`src/rtl/serial_compare_ctrl.sv`:
```
// serial_compare_ctrl: sequences one MSB-first serial magnitude compare through an external SerialComparator
//   clk        system clock, rising edge
//   reset      asynchronous active-low reset (0 = reset)
//   start      compare request, accepted only when idle
//   a_word     operand A, sampled on the accepting edge
//   b_word     operand B, sampled on the accepting edge
//   busy       high from the accepting edge until the done cycle ends
//   done       one-cycle pulse, results valid from this cycle on
//   result_lt  A < B, held until the next capture
//   result_gt  A > B, held until the next capture
//   result_eq  A == B, held until the next capture
//   cmp_err    captured comparator flags were not one-hot, held
//   cmp_reset  synchronous clear to the comparator (active high)
//   cmp_a      serial bit of A to the comparator
//   cmp_b      serial bit of B to the comparator
//   cmp_lt     comparator lt flag
//   cmp_gt     comparator gt flag
//   cmp_eq     comparator eq flag
module serial_compare_ctrl #(
  parameter int WIDTH = 8
) (
  input  logic             clk,
  input  logic             reset,
  input  logic             start,
  input  logic [WIDTH-1:0] a_word,
  input  logic [WIDTH-1:0] b_word,
  output logic             busy,
  output logic             done,
  output logic             result_lt,
  output logic             result_gt,
  output logic             result_eq,
  output logic             cmp_err,
  output logic             cmp_reset,
  output logic             cmp_a,
  output logic             cmp_b,
  input  logic             cmp_lt,
  input  logic             cmp_gt,
  input  logic             cmp_eq
);
  localparam int CW = (WIDTH > 1) ? $clog2(WIDTH) : 1;
  typedef enum logic [2:0] {IDLE, CLEAR, SHIFT, CAPTURE, DONE} state_t;
  state_t           state;
  logic [WIDTH-1:0] a_sh, b_sh;
  logic [CW-1:0]    cnt;
  logic             flags_bad;
  assign flags_bad = (2'(cmp_lt) + 2'(cmp_gt) + 2'(cmp_eq)) != 2'd1;
  // cmp_a/cmp_b are registered one step ahead so they always equal the MSB of the
  // shift registers while in SHIFT, and 0 everywhere else
  always_ff @(posedge clk or negedge reset)
    if (!reset) begin
      state     <= IDLE;
      a_sh      <= '0;
      b_sh      <= '0;
      cnt       <= '0;
      busy      <= 1'b0;
      done      <= 1'b0;
      result_lt <= 1'b0;
      result_gt <= 1'b0;
      result_eq <= 1'b0;
      cmp_err   <= 1'b0;
      cmp_reset <= 1'b1;
      cmp_a     <= 1'b0;
      cmp_b     <= 1'b0;
    end else begin
      unique case (state)
        IDLE:
          if (start) begin
            a_sh  <= a_word;
            b_sh  <= b_word;
            cnt   <= CW'(WIDTH - 1);
            busy  <= 1'b1;
            state <= CLEAR;
          end
        CLEAR: begin
          cmp_reset <= 1'b0;
          cmp_a     <= a_sh[WIDTH-1];
          cmp_b     <= b_sh[WIDTH-1];
          state     <= SHIFT;
        end
        SHIFT: begin
          a_sh  <= {a_sh[WIDTH-2:0], 1'b0};
          b_sh  <= {b_sh[WIDTH-2:0], 1'b0};
          cnt   <= cnt - 1'b1;
          cmp_a <= (cnt != '0) & a_sh[WIDTH-2];
          cmp_b <= (cnt != '0) & b_sh[WIDTH-2];
          state <= (cnt == '0) ? CAPTURE : SHIFT;
        end
        CAPTURE: begin
          result_lt <= cmp_lt;
          result_gt <= cmp_gt;
          result_eq <= cmp_eq;
          cmp_err   <= flags_bad;
          done      <= 1'b1;
          cmp_reset <= 1'b1;
          state     <= DONE;
        end
        DONE: begin
          done  <= 1'b0;
          busy  <= 1'b0;
          state <= IDLE;
        end
        default: state <= IDLE;
      endcase
    end
endmodule

```
`config.mk`:
```
export PLATFORM = sky130hd
export DESIGN_NAME = serial_compare_ctrl
export DESIGN_NICKNAME = d
export VERILOG_FILES = /design/src/rtl/serial_compare_ctrl.sv
export SDC_FILE = /design/constraint.sdc
export NUM_CORES = 1
export LEC_CHECK = 0
export ABC_AREA = 0
export BUFFER_PORTS_ARGS = -buffer_cell sky130_fd_sc_hd__buf_4
export CAP_MARGIN = 15
export CORE_UTILIZATION = 57
export DETAILED_ROUTE_END_ITERATION = 12
export PLACE_DENSITY = 0.84
export SLEW_MARGIN = 20
export SYNTH_ARGS = -nofsm -noshare
export SYNTH_HDL_FRONTEND = slang
export SYNTH_SLANG_ARGS = --single-unit
```
`constraint.sdc`:
```
create_clock -name clk -period 4.22 [get_ports clk]
set_input_delay 0.422 -clock clk [delete_from_list [all_inputs] [get_ports clk]]
set_output_delay 0.422 -clock clk [all_outputs]
set_load 0.01 [all_outputs]
```
==> metrics.md <==
| Metric | Value |
|---|---|
| CP Class | `flop to flop` |
| Xor/xnor share of the synthesized area | `0.00618` |
| Max FO, Critical Path | `16` |
| Most frequent cell after synthesis | `dfrtp_1` |
| Setup Viol. Count Final | `0` |
| # fillers | `161` |
| First-pass GRT wire length | `4.62 mm` |
| Startpoint types | `flop` |
| Ports | `31` |
| Crit path buf inv count | `0` |
| H-tree depth | `2` |
| Final ANT Viol Nets | `0` |
| Largest stage delay, worst path | `0.85 ns` |
| Number of vias per cell | `around 5.6` |
| Pwr per Cell Area | `roughly 770 mW/mm^2` |
| Site Rows | `17` |
| Leakage power | `0.787 nW` |
| Synth cell count leaders | `dfrtp_1, nand2_1, inv_1, o22ai_1` |
| Overall power | `between 1 and 1.5 mW` |
| Syn Nets | `164` |
| Avg WL per Cell | `14.3 um` |
| Pre-CTS setup slack | `2.34 ns` |
| Final worst path period need | `1.86 ns` |
| Clk_lat worst skew | `between 0.3 and 0.4 ns` |
| Layout Skew | `0.00534 ns` |
| Synth area leader | `dfrtp_1` |
| Via count | `1098` |
| Largest family of logic cells by synthesized area | `simple AND/OR/NAND/NOR gates` |
| Cts-stage hold buffer count | `0` |
| Remaining Overflow, GRT | `0` |
| Mux cell area share after synthesis | `0.00706` |
| Final wirelength | `~2.8 mm` |
| Share of cells above drive strength 1 | `0.244` |
| Largest net degree at the start of global routing | `32` |
| Post-DP HPWL | `1.88 mm` |
| Initial antenna violation count | `0` |
| Cells after Synth | `139` |
| Worst vdd ir | `498 uV` |
| Core area | `0.00228 mm^2` |
| Final Hold Fails | `30` |
| #FFs+latches synth | `31` |
| Number of flops mapped to enable cells by yosys | `0` |
| Worst Max-Slew Pin Slew | `0.953 ns` |
| Max Freq | `about 0.54 GHz` |
| Status | `finished with violations` |
| Antenna cells | `0` |
| Synthesized-area fraction occupied by adder cells | `0.0318` |
| Drt pass-1 iters | `4` |
| Sequential-to-total area share from yosys stat | `0.548` |
| Final #Nets | `192` |
| Rel. slew slack | `0.362` |
| Req. time, crit path | `4.49 ns` |
| Die Wd | `51.9 um` |
| Leading post-synthesis cells by cell area | `dfrtp_1, o22ai_1, nand2_1, nor3_1, o21ai_0` |
| RSZ-0062 raised after global routing | `no` |
| Worst-path clk slew | `0.10 ns` |
| Clock root buffer | `clkbuf_4` |
| Crit end category | `flop` |
| Final core occ | `0.728` |
| Tightest Hold Check Type | `input port to async pin` |
| Longest Clk Path Bufs | `2` |
| Syn_area_per_cell | `~10 um^2` |
| Arrival @ worst endpoint | `around 2.1 ns` |
| Mapped Area | `0.00142 mm^2` |
| Final Max Slew Viols | `0` |
| Die Ht | `51.9 um` |
| Drt drc | `0` |
| Max-Cap Viols | `0` |
| Postcts setup bufs | `0` |
| Failing checks | `hold timing` |
| Initial DRC Count | `24` |
| Yosys top cell area share | `0.530` |
| Hold slack | `-0.00998 ns` |
| Worst-path cell chain | `nor3b_2, a211oi_1, a31oi_1` |
| CTS tree | `done` |
| P&R area growth vs syn | `16.9%` |
| CTS resizes | `0` |
| Simple-Gate Fraction of Synth Area | `0.181` |
| Clk sinks | `31` |
| Die ar. | `approximately 0.0027 mm^2` |
| GP Congestion | `between 0.7 and 0.8` |
| Setup tns final | `0 ns` |
| Worst path slowest cell | `nor3b_2` |
| Post-synthesis compound-gate area fraction | `0.147` |
| Post-synth top flop | `dfrtp_1` |
| Final WS setup | `2.36 ns` |
| Number of global-route vias before repair | `1099` |
| Synth Warn # | `0` |
| Ys async rst share | `1.00` |
| Critical path's top delay family | `simple AND/OR/NAND/NOR gates` |
| Final worst-path cycle share | `0.441` |
| I/O Buffers | `30` |
| Initial Util | `0.623` |
| Synth cell types | `31` |
| CTS Buf Count | `5` |
| GRT Overall Usage | `0.247` |
kinds of logic (layout without fill, tap and decap cells):
kind of cell	count (synthesis)	after routing
xor+xnor	1	1
buf+inv	20	49
fa+ha+maj	3	3
mux	1	1
simple gates	48	48
flops	31	31
compound gates	35	35
final timing paths:
check                                      from                     to  slack [ns]  depth (start not counted)
max                        state[1]$_DFFE_PN0P_     cnt[2]$_DFFE_PN0P_        2.36                          3
min                                       reset      cmp_a$_DFFE_PN0P_       -0.01                          1
max reg2reg                state[1]$_DFFE_PN0P_     cnt[2]$_DFFE_PN0P_        2.36                          3
min reg2reg                  cnt[0]$_DFFE_PN0P_     cnt[0]$_DFFE_PN0P_        0.48                          1
max in group asynchronous                 reset  cmp_reset$_DFFE_PN1P_        3.92                          1
min in group clk                      b_word[0]    b_sh[0]$_DFFE_PN0P_        0.26                          3
layout make-up:
type | count | area, um^2 | area share
flip-flops and latches | 31 | 777 | 0.469
multi-input cells | 88 | 528 | 0.319
repair buffers | 30 | 225 | 0.136
clock buffers | 7 | 45.0 | 0.0272
inverters | 11 | 41.3 | 0.0249
well taps | 28 | 35.0 | 0.0211
clock inverters | 1 | 5.00 | 0.00302
worst register-to-register path: cells and delay by family, from the launching register on:
kind	cells	cell delay [ns]
and+or+nand+nor	1	0.85
DFF	1	0.57
AOI/OAI and AO/OA	2	0.37
per-stage QoR:
stage	cells	instance area, um^2
global placement	188	1610
floorplan	139	1420
CTS	196	1660
detailed placement	188	1610
global route	196	1660
finish	196	1660
placed cells by master, fill, tap and decap left out:
cell,count
nor3b_2,1
o21ai_0,9
dfstp_2,1
mux2i_1,1
nor2_1,10
nor4b_4,1
clkbuf_1,2
xor2_1,1
a211oi_1,1
nand3_1,5
nand3b_1,1
clkbuf_4,5
or4b_4,1
a21oi_1,6
o22ai_1,11
and3_1,1
dfrtp_1,30
o221ai_1,2
a31oi_1,5
buf_4,30
nand2b_1,1
nor2b_1,1
nand2_1,14
a22oi_1,1
fa_1,1
ha_1,2
or3b_2,1
nor3_1,10
clkinv_2,1
and2_1,1
inv_1,11
state kept, by name (all words and copies together) (netlist names):
register and flops:
state 3, result_gt 1, cnt 3, cmp_a 1
done 1, result_lt 1, a_sh 8, cmp_reset 1
b_sh 8, cmp_b 1, busy 1, cmp_err 1
result_eq 1
report_power, final:
part / switching [mW] / total [mW] / internal [mW]
Clock: 0.105 / 0.169 / 0.0648
Combinational: 0.308 / 0.546 / 0.238
Sequential: 0.103 / 0.552 / 0.449
layer usage:
layer	vias up	GRT usage	wire length, um
met1	522	0.283	1180
met2	30	0.397	1420
li1	540	-	-
met5	-	0	0
met3	6	0.0936	154
met4	0	0.126	50
Note: power is estimated with default switching activity, not from simulation.
